## config.mk

```make
export PLATFORM = sky130hd
export DESIGN_NAME = shift_cmd_deserializer
export DESIGN_NICKNAME = d
export VERILOG_FILES = /design/src/rtl/shift_cmd_deserializer.sv
export SDC_FILE = /design/constraint.sdc
export NUM_CORES = 1
export LEC_CHECK = 0
export ABC_AREA = 1
export CORE_ASPECT_RATIO = 0.75
export CORE_MARGIN = 5
export CORE_UTILIZATION = 40
export CTS_CLUSTER_SIZE = 40
export DETAILED_ROUTE_END_ITERATION = 16
export HOLD_SLACK_MARGIN = 0.02
export PLACE_DENSITY_LB_ADDON = 0.08
export SLEW_MARGIN = 15
export SYNTH_ARGS = -nofsm -noshare
export SYNTH_HDL_FRONTEND = slang
export SYNTH_SLANG_ARGS = --single-unit
```

## constraint.sdc

```tcl
create_clock -name clk -period 1.2 [get_ports clk]
set_input_delay 0.24 -clock clk [delete_from_list [all_inputs] [get_ports clk]]
set_output_delay 0.24 -clock clk [all_outputs]
set_load 0.03 [all_outputs]
```

## src/rtl/shift_cmd_deserializer.sv

```systemverilog
// shift_cmd_deserializer: serial command receiver for a shift stage.
// A frame is a start bit (1), then 11 payload bits MSB first (md, p2[1:0],
// number[7:0]), then an even-parity bit when PARITY_CHECK_EN is defined.
// A checked command is held with cmd_valid=1 until cmd_ready accepts it.
// Handshake: the command transfers on any clk edge where cmd_valid and
// cmd_ready are both 1; cmd_valid then drops on the next cycle. cmd_ready is
// ignored while cmd_valid=0.
// Build option: define PARITY_CHECK_EN to add the parity bit and PAR state.
module shift_cmd_deserializer (
  input  logic       clk,
  input  logic       rst,
  input  logic       sdi,
  input  logic       sdi_en,
  input  logic       cmd_ready,
  output logic [7:0] number,
  output logic [1:0] p2,
  output logic       md,
  output logic       cmd_valid,
  output logic       frame_err,
  output logic       overrun,
  output logic       busy
);

  typedef enum logic [1:0] {
    IDLE = 2'd0,
    RECV = 2'd1,
`ifdef PARITY_CHECK_EN
    PAR  = 2'd2,
`endif
    HOLD = 2'd3
  } state_t;

  // With parity the whole payload sits in the shift register while the
  // parity bit arrives; without it the last payload bit is taken straight
  // from sdi, so one fewer stage is needed.
`ifdef PARITY_CHECK_EN
  localparam int SR_W = 11;
`else
  localparam int SR_W = 10;
`endif

  state_t            state;
  state_t            state_nxt;
  logic [3:0]        cnt;
  logic [SR_W-1:0]   sr;
  logic [10:0]       payload_in;
  logic              last_bit;
  logic              load_cmd;

  assign last_bit = (cnt == 4'd10);

`ifdef PARITY_CHECK_EN
  assign payload_in = sr;
`else
  assign payload_in = {sr, sdi};
`endif

  // Command registers load only on the transition into HOLD.
  assign load_cmd = (state != HOLD) && (state_nxt == HOLD);

  assign cmd_valid = (state == HOLD);
`ifdef PARITY_CHECK_EN
  assign busy = (state == RECV) || (state == PAR);
`else
  assign busy = (state == RECV);
`endif

  // State register.
  always_ff @(posedge clk or posedge rst) begin
    if (rst) state <= IDLE;
    else     state <= state_nxt;
  end

  // Next-state logic; every transition except the HOLD exit needs a sampled bit.
  always_comb begin
    state_nxt = state;
    unique case (state)
      IDLE: if (sdi_en && sdi) state_nxt = RECV;
      RECV: begin
        if (sdi_en && last_bit) begin
`ifdef PARITY_CHECK_EN
          state_nxt = PAR;
`else
          state_nxt = HOLD;
`endif
        end
      end
`ifdef PARITY_CHECK_EN
      PAR:  if (sdi_en) state_nxt = (sdi == ^sr) ? HOLD : IDLE;
`endif
      HOLD: if (cmd_ready) state_nxt = IDLE;
      default: state_nxt = IDLE;
    endcase
  end

  // Bit counter, shift register and command output registers.
  always_ff @(posedge clk or posedge rst) begin
    if (rst) begin
      cnt    <= 4'd0;
      sr     <= '0;
      number <= 8'h00;
      p2     <= 2'b00;
      md     <= 1'b0;
    end else begin
      if (state == IDLE && sdi_en && sdi) begin
        cnt <= 4'd0;
      end else if (state == RECV && sdi_en) begin
        cnt <= last_bit ? 4'd0 : cnt + 4'd1;
        if (!(SR_W == 10 && last_bit)) sr <= {sr[SR_W-2:0], sdi};
      end
      if (load_cmd) {md, p2, number} <= payload_in;
    end
  end

  // Overrun: a bit offered while a command is held is dropped and flagged.
  always_ff @(posedge clk or posedge rst) begin
    if (rst) overrun <= 1'b0;
    else     overrun <= (state == HOLD) && sdi_en;
  end

`ifdef PARITY_CHECK_EN
  // Frame error: parity bit disagrees with even parity over the payload.
  always_ff @(posedge clk or posedge rst) begin
    if (rst) frame_err <= 1'b0;
    else     frame_err <= (state == PAR) && sdi_en && (sdi != ^sr);
  end
`else
  assign frame_err = 1'b0;
`endif

endmodule
```

==> results.py, run 1 <==
metrics = {
    "setup_path": {
        "crit_path_end_kind": "primary output",
        "cp_data_required_time_ps": 960,
        "critPathMaxFanout": 2,
        "critPathArrivalTime_ps": 1040,
        "startpoint_type": "register",
        "crit_type": "reg -> out",
    },
    "clock_network": {
        "cts_inserted_buffers": 3,
        "cts.path.max_buffers": 2,
        "clk_pin_slew_worst_paths_ps": 90,
        "h-tree-depth": 1,
        "clock-sinks": 28,
        "cts_tree": "yes",
        "clockRootBuffer": "clkbuf_8",
        "clk-insertion-delay-late_ps": 270,
    },
    "layout": {
        "diodes": 0,
        "final_nets": 178,
        "area_growth_pct": 45.0,
        "final_design_area_no_fill_sq_um": 1800,
        "drive_above_1_share_pct": 43.3,
    },
    "power": {
        "pwr-share-seq_pct": 45.1,
        "p_comb_share_pct": 37.5,
        "switchingPower_uw": 1040,
        "p_leak_uw": 0.000870,
        "ir_worst_vdd_v": 0.000814,
        "p_per_area_nw_per_um2": 1590,
        "intPower_uw": 1830,
        "clock_power_share_pct": 17.3,
        "switching_share_pct": 36.3,
    },
    "synth": {
        "yosys-top-cells-count": "nand2_1 (37), dfrtp_1 (28), inv_1 (11), nand3_1 (9), o21ai_1 (8)",
        "synth_top_area_share_pct": 56.3,
        "yosys.area_share.adder_pct": 0,
        "synth_top_family_by_area": "simple AND/OR/NAND/NOR gates",
        "synth-simple-area-share_pct": 25.2,
        "synth_area_leaders": "dfrtp_1 (56%), nand2_1 (11%), nand3_1 (3.6%)",
        "ys_ff_latch": 28,
        "synth-xor-area-share_pct": 0.704,
        "synth_most_common_cell": "nand2_1",
        "avgSynthCellArea_sq_um": 9.64,
        "synth-seq-area-share_pct": 56.3,
        "yosysTopAreaCell": "dfrtp_1",
        "syn-num-nets": 134,
        "synthCells": 129,
        "synth.mux.area_fraction_pct": 0,
        "async_flop_share_pct": 100,
        "yosys_warnings": 0,
        "synth_ff_type": "dfrtp_1",
        "synth_compound_area_share_pct": 9.66,
        "yosys.cell_types.count": 25,
        "synth-edff-count": 0,
        "synth_area_sq_um": 1240,
    },
    "placed_design": {
        "hpwl_um": 1690,
        "preCtsSetupSlack_ps": -321,
        "place_area_sq_um": 1480,
        "routabilityCongestion": 0.812,
        "io_buffers": 18,
    },
    "route": {
        "met3_length_um": 201,
        "num_vias": 1028,
        "highest_layer": "met4",
        "wirelength_um": 2980,
        "ant_nets": 0,
        "drt-pass1-iter-count": 4,
        "met2WireLength_um": 1370,
        "avgRoutedWirePerCell_um": 14.3,
        "viasPerCell": 4.92,
        "drtIter0Drc": 51,
        "drc": 0,
        "drt-met1-wl_um": 1350,
    },
    "run": {
        "cap_violations": 0,
    },
    "global_routing": {
        "grt_max_degree": 29,
        "grt_pass1_wl_um": 4260,
        "grt_util_all_layers_pct": 12.8,
        "grt_pass1_vias": 863,
        "overflow": 0,
        "antenna_found_initial": 0,
    },
    "worst_hold_path": {
        "min-delay-path-class": "in -> async",
    },
    "status": {
        "status": "complete, but fails checks",
        "violations": "negative setup slack",
    },
    "sta": {
        "period_share_pct": 107,
        "drv_slew": 0,
        "finClkSkew_ps": 3.48,
        "setup_viol": 11,
        "fin_ws_ps": -83.5,
        "clock.fmax_ghz": 0.779,
        "rsz0062_at_grt": "yes",
        "fin_setup_tns_ps": -343,
        "fin_crit_ps": 1280,
        "finalHoldViolations": 0,
    },
    "floorplan": {
        "coreArea_sq_um": 2960,
        "std_cell_rows": 17,
        "die_w_um": 74.4,
        "io_pins": 20,
        "die_y_um": 58.3,
        "start_util_pct": 42.1,
        "dieArea_sq_um": 4340,
    },
}
layout by cell type, fill, tap and decap left out, types with 6 or more instances in the layout:
master and instances:
buf_4 23, buf_6 6, dfrtp_1 27, inv_1 8, inv_2 6, nand2_1 33
nand3_1 9, o21ai_1 9, o21ai_2 6
critical path: stages (launching register included):
cell and delay [ps]:
dfrtp_1 410, buf_6 130, nor2_4 90, buf_6 140
per-stage QoR:
| step | util (%) | total power [uW] | instances | hold WS (ps) |
|---|---|---|---|---|
| after floorplan | - | 1850 | 129 | 305 |
| after CTS | 53.4 | 2690 | 195 | 307 |
| after global routing | 61.0 | 3060 | 209 | 318 |
| final | 61.0 | 2870 | 209 | 296 |
| after detailed placement | 50.0 | 2150 | 190 | 462 |
| after global placement | 50.0 | 2150 | 190 | 463 |
state kept, by name, indices dropped and copies added (netlist names):
name     cells
overrun      1
sr          10
cnt          4
state        2
p2           2
md           1
number       8
cell families (layout without fill, tap and decap cells):
logic type	Yosys count	in the layout
other cells	1	1
xor+xnor	1	1
simple gates	61	68
compound gates	19	19
flops	28	28
buf+inv	19	54
cell type report:
type / instances / area, sq um
well taps: 38 / 47.5
flip-flops and latches: 28 / 702
inverters: 15 / 57.6
multi-input cells: 89 / 614
repair buffers: 36 / 340
clock buffers: 3 / 41.3
fillers: 248 / 1150
what timing repair did:
item / in CTS / in global routing
gates resized for setup: 12 / 19
hold buffers: 0 / 0
gates cloned: 1 / 6
setup endpoints to repair: 13 / 27
pin swaps: 1 / 8
buffers inserted: 1 / 8
per-layer routing:
layer | GRT usage, % | vias to the layer above
met2 | 20.0 | 31
met1 | 17.5 | 486
met4 | 3.05 | 0
met5 | 0 | -
met3 | 3.92 | 8
li1 | - | 503
power by group through the flow:
stage | clock [uW] | sequential (uW) | combinational [uW]
finish | 498 | 1300 | 1080
floorplan | 0 | 1460 | 387
CTS | 513 | 1290 | 882
detailed placement | 0 | 1310 | 846
global route | 562 | 1320 | 1170
global placement | 0 | 1310 | 839
worst paths after layout:
path	end	cells past startpoint	slack, ps	start
max in group asynchronous	state[0]	3	730	rst
hold reg to reg	md	2	480	sr[9]
hold / removal	overrun	3	300	rst
min in group clk	md	2	480	sr[9]
setup / recovery	busy	3	-80	state[1]
setup reg to reg	sr[5]	6	-40	state[1]
Note: power is estimated with default switching activity, not from simulation.
==> run 2: changes to the inputs <==
--- a/constraint.sdc
+++ b/constraint.sdc
@@ -3,2 +3,2 @@
 set_output_delay 0.24 -clock clk [all_outputs]
-set_load 0.03 [all_outputs]
+set_load 0.05 [all_outputs]
==> results.py, run 2 (same netlist as run 1, synthesis figures left out) <==
metrics = {
    "layout": {
        "area_growth_pct": 57.3,
        "reg_top3": "sr: 10 flops, number: 8 flops, cnt: 4 flops",
        "final_common_cell": "dfrtp_1",
        "fin_cells": 206,
        "final_nets": 174,
        "layout_common_cells": "dfrtp_1 (27), nand2_1 (23), buf_12 (17)",
        "diodes": 0,
        "utilization_pct": 66.2,
        "largest_reg_flops": 10,
        "num-fill-cells": 221,
        "drive_above_1_share_pct": 47.0,
        "regMostFlops": "sr",
    },
    "setup_path": {
        "reg2reg_to": "sr[3]",
        "crit_path_end_kind": "primary output",
        "crit_buf_inv": 2,
        "r2r_setup_slack_ps": -100,
        "crit_type": "reg -> out",
        "max_stage_delay_ps": 410,
        "cp_data_required_time_ps": 960,
        "r2r_start": "state[1]",
        "r2r_cells": 8,
        "startpoint_type": "register",
        "worstPathCellList": "buf_6 -> nor2_4 -> buf_12",
        "critPathMaxFanout": 2,
        "path_delay_family": "flip-flops",
        "cp_slowest_cell": "dfrtp_1",
        "critPathArrivalTime_ps": 1070,
    },
    "sta": {
        "fin_crit_ps": 1310,
        "finClkSkew_ps": 5.53,
        "clock.fmax_ghz": 0.761,
        "setup_viol": 28,
        "finalHoldViolations": 0,
        "period_share_pct": 109,
        "rsz0062_at_grt": "yes",
        "drv_slew": 0,
        "fin_setup_tns_ps": -1910,
        "fin_ws_ps": -114,
    },
    "route": {
        "drc": 0,
        "viasPerCell": 4.96,
        "avgRoutedWirePerCell_um": 14.1,
        "num_vias": 1021,
        "wirelength_um": 2900,
        "ant_nets": 0,
        "drt-pass1-iter-count": 4,
        "drtIter0Drc": 59,
    },
    "clock_network": {
        "clk_pin_slew_worst_paths_ps": 90,
        "h-tree-depth": 1,
        "clockRootBuffer": "clkbuf_8",
        "cts_inserted_buffers": 3,
        "cts.path.max_buffers": 2,
        "clk-insertion-delay-late_ps": 280,
        "clock-sinks": 28,
        "cts_hold_buf": 0,
        "cts_tree": "yes",
    },
    "global_routing": {
        "grt_max_degree": 29,
        "use_met1_pct": 18.2,
        "overflow": 0,
        "grt_pass1_wl_um": 4550,
        "use_met3_pct": 3.92,
        "antenna_found_initial": 0,
        "met2_usage_pct": 22.4,
        "grt_pass1_vias": 959,
        "top_usage_layer": "met2",
        "grt_util_all_layers_pct": 13.7,
    },
    "floorplan": {
        "io_pins": 20,
        "coreArea_sq_um": 2960,
        "die_y_um": 58.3,
        "start_util_pct": 42.1,
        "std_cell_rows": 17,
        "dieArea_sq_um": 4340,
        "die_w_um": 74.4,
    },
    "power": {
        "p_per_area_nw_per_um2": 1680,
        "switchingPower_uw": 1230,
        "clock_power_share_pct": 17.7,
        "p_leak_uw": 0.000918,
        "switching_share_pct": 37.4,
        "ir_worst_vdd_v": 0.00112,
        "intPower_uw": 2060,
        "p_comb_share_pct": 41.1,
        "pwr-share-seq_pct": 41.3,
        "total_power_uw": 3290,
    },
    "placed_design": {
        "io_buffers": 18,
        "routabilityCongestion": 0.803,
        "dp.cells": 190,
        "hpwl_um": 1760,
    },
    "status": {
        "violations": "negative setup slack",
        "status": "complete, but fails checks",
    },
    "worst_hold_path": {
        "min-delay-path-class": "in -> async",
    },
    "run": {
        "cap_violations": 0,
    },
}
-- run 2: area by class of cell --
type                            instances  area (sq um)  share of cell area (%)
Timing Repair Buffer                   34           493                    25.2
Tap cell                               38          47.5                    2.43
Clock buffer                            4          55.1                    2.81
Multi-Input combinational cell         87           596                    30.4
Inverter                               15          63.8                    3.26
Sequential cell                        28           702                    35.9
-- run 2: worst max path at each step --
stage	start	endpoint	slack [ps]	cells past startpoint
detailed placement	sdi_en	p2[0]	-330	7
global placement	sdi_en	p2[0]	-340	7
CTS	state[0]	busy	-110	3
global route	state[1]	sr[3]	-160	8
finish	state[1]	busy	-110	3
floorplan	state[1]	md	20	7
-- run 2: timing repair --
item                       in CTS  in global routing
pin swaps                       1                  5
setup endpoints to repair      13                 28
gates resized for setup        11                 24
cloned                          2                  3
buffers inserted                3                  4
-- run 2: per-stage QoR --
stage	instance area [sq um]	hold slack, ps	setup WS [ps]
after detailed placement	1660	465	-326
after global routing	1960	344	-158
after floorplan	1250	305	15.6
after global placement	1660	456	-337
after CTS	1790	322	-110
final	1960	301	-114
-- run 2: power groups by stage --
| stage | Sequential (uW) | Combinational, uW | Clock [uW] |
|---|---|---|---|
| floorplan | 1590 | 397 | 0 |
| CTS | 1340 | 1250 | 592 |
| global placement | 1350 | 1180 | 0 |
| finish | 1360 | 1350 | 582 |
| global route | 1380 | 1440 | 637 |
| detailed placement | 1350 | 1200 | 0 |
-- run 2: layer usage --
metal	up-vias	share of wire (%)
met2	25	48
met3	4	5.0
met5	-	0
met1	493	46
li1	499	-
met4	0	1.2
-- run 2: worst reg2reg max path: cells and delay by family, from the launching register on --
kind | cells | cell delay (ps)
AND/OR/NAND/NOR | 4 | 420
buffers and inverters | 3 | 330
AO/OA/AOI/OAI | 1 | 40
flip-flops | 1 | 410
==> run 3: changes to the inputs <==
Settings changed: HOLD_SLACK_MARGIN 0.02 to not set.
Clock period 1.2 ns to 1.5 ns, I/O delays scaled along.
==> results.py, run 3 (same netlist as run 1, synthesis figures left out) <==
metrics = {
    "clock_network": {
        "ctsResizeCount": 0,
        "clk_pin_slew_worst_paths_ps": 100,
        "cts.path.max_buffers": 2,
        "cts_inserted_buffers": 3,
        "clockRootBuffer": "clkbuf_8",
        "cts_hold_buf": 0,
        "postCtsSetupRepairBufs": 0,
        "clk-insertion-delay-late_ps": 280,
        "h-tree-depth": 1,
        "clock-sinks": 28,
        "cts_tree": "yes",
    },
    "route": {
        "drc": 0,
        "drtIter0Drc": 31,
        "viasPerCell": 4.68,
        "avgRoutedWirePerCell_um": 12.1,
        "ant_nets": 0,
        "wirelength_um": 2270,
        "num_vias": 880,
        "drt-pass1-iter-count": 4,
    },
    "layout": {
        "diodes": 0,
        "reg_top3": "sr: 10 flops, number: 8 flops, cnt: 4 flops",
        "final_nets": 156,
        "final_common_cell": "nand2_1",
        "num-fill-cells": 257,
        "area_growth_pct": 34.0,
        "drive_above_1_share_pct": 27.3,
        "largest_reg_flops": 10,
        "regMostFlops": "sr",
        "layout_common_cells": "nand2_1 (37), dfrtp_1 (28), buf_12 (14)",
        "fin_cells": 188,
    },
    "setup_path": {
        "cp_data_required_time_ps": 1200,
        "critPathArrivalTime_ps": 1060,
        "cp_slowest_cell": "dfrtp_1",
        "critPathMaxFanout": 3,
        "crit_buf_inv": 2,
        "r2r_start": "state[1]",
        "crit_type": "reg -> out",
        "r2r_cells": 7,
        "startpoint_type": "register",
        "path_delay_family": "flip-flops",
        "worstPathCellList": "inv_1 -> nor2_2 -> buf_12",
        "crit_path_end_kind": "primary output",
        "r2r_setup_slack_ps": 200,
        "reg2reg_to": "p2[0]",
        "max_stage_delay_ps": 390,
    },
    "global_routing": {
        "top_usage_layer": "met2",
        "met2_usage_pct": 19.4,
        "use_met3_pct": 4.10,
        "grt_pass1_vias": 903,
        "overflow": 0,
        "use_met1_pct": 15.6,
        "grt_max_degree": 29,
        "grt_pass1_wl_um": 3950,
        "antenna_found_initial": 0,
        "grt_util_all_layers_pct": 11.8,
    },
    "power": {
        "p_per_area_nw_per_um2": 1530,
        "p_leak_uw": 0.000814,
        "ir_worst_vdd_v": 0.00106,
    },
    "sta": {
        "fin_crit_ps": 1360,
        "finalHoldViolations": 0,
        "finClkSkew_ps": 3.81,
        "fin_ws_ps": 141,
        "setup_viol": 0,
        "period_share_pct": 90.6,
        "rsz0062_at_grt": "no",
        "drv_slew": 0,
        "clock.fmax_ghz": 0.736,
    },
    "floorplan": {
        "io_pins": 20,
        "coreArea_sq_um": 2960,
        "dieArea_sq_um": 4340,
        "die_y_um": 58.3,
        "die_w_um": 74.4,
        "start_util_pct": 42.1,
        "std_cell_rows": 17,
    },
    "placed_design": {
        "routabilityCongestion": 0.782,
        "dp.cells": 184,
        "io_buffers": 18,
        "preCtsSetupSlack_ps": -103,
        "hpwl_um": 1670,
    },
    "run": {
        "cap_violations": 0,
    },
    "status": {
        "status": "finished, final reports clean",
    },
    "worst_hold_path": {
        "min-delay-path-class": "in -> async",
    },
}
==> run 3: power breakdown <==
part           internal [uW]  switching, uW  leakage, uW  total, uW
registers                919            172     0.000364       1090
clock network            357            236    0.0000357        593
logic                    390            479     0.000415        869
==> run 3: metrics by stage <==
stage / power (uW) / util (%) / instance area, sq um / hold slack (ps) / setup TNS, ps
final: 2550 / 56.4 / 1670 / 377 / 0
after global routing: 2680 / 56.4 / 1670 / 439 / 0
after CTS: 2580 / 56.4 / 1670 / 393 / 0
after detailed placement: 1990 / 54.0 / 1600 / 460 / -705
after global placement: 1970 / 54.0 / 1600 / 457 / -518
after floorplan: 1580 / - / 1250 / 365 / 0
==> run 3: worst max path at each step <==
stage / startpoint / end / slack, ps / cells past startpoint
after detailed placement: sdi_en / p2[0] / -100 / 7
final: state[0] / busy / 140 / 3
after CTS: state[0] / busy / 130 / 3
after global placement: sdi_en / p2[0] / -70 / 7
after global routing: state[0] / busy / 80 / 3
after floorplan: state[1] / cnt[1] / 170 / 4
==> run 3: cell type report <==
type | instances | area [sq um] | share of cell area [%]
sequential | 28 | 701 | 42.0
multi-input combinational | 82 | 448 | 26.9
timing repair buffer | 21 | 343 | 20.6
inverter | 15 | 56.3 | 3.38
tap | 38 | 47.5 | 2.85
clock buffer | 3 | 41.3 | 2.48
clock inverter | 1 | 30.0 | 1.80
==> run 3: worst min-delay path: cells and delay by family <==
kind / cells / cell delay (ps)
buf+inv: 3 / 770
==> run 3: per-layer routing <==
layer | vias up | share of wire, % | wire, um
met2 | 19 | 45 | 1030
met3 | 2 | 6.0 | 136
met4 | 0 | 0.18 | 4
li1 | 445 | - | -
met5 | - | 0 | 0
met1 | 414 | 49 | 1100
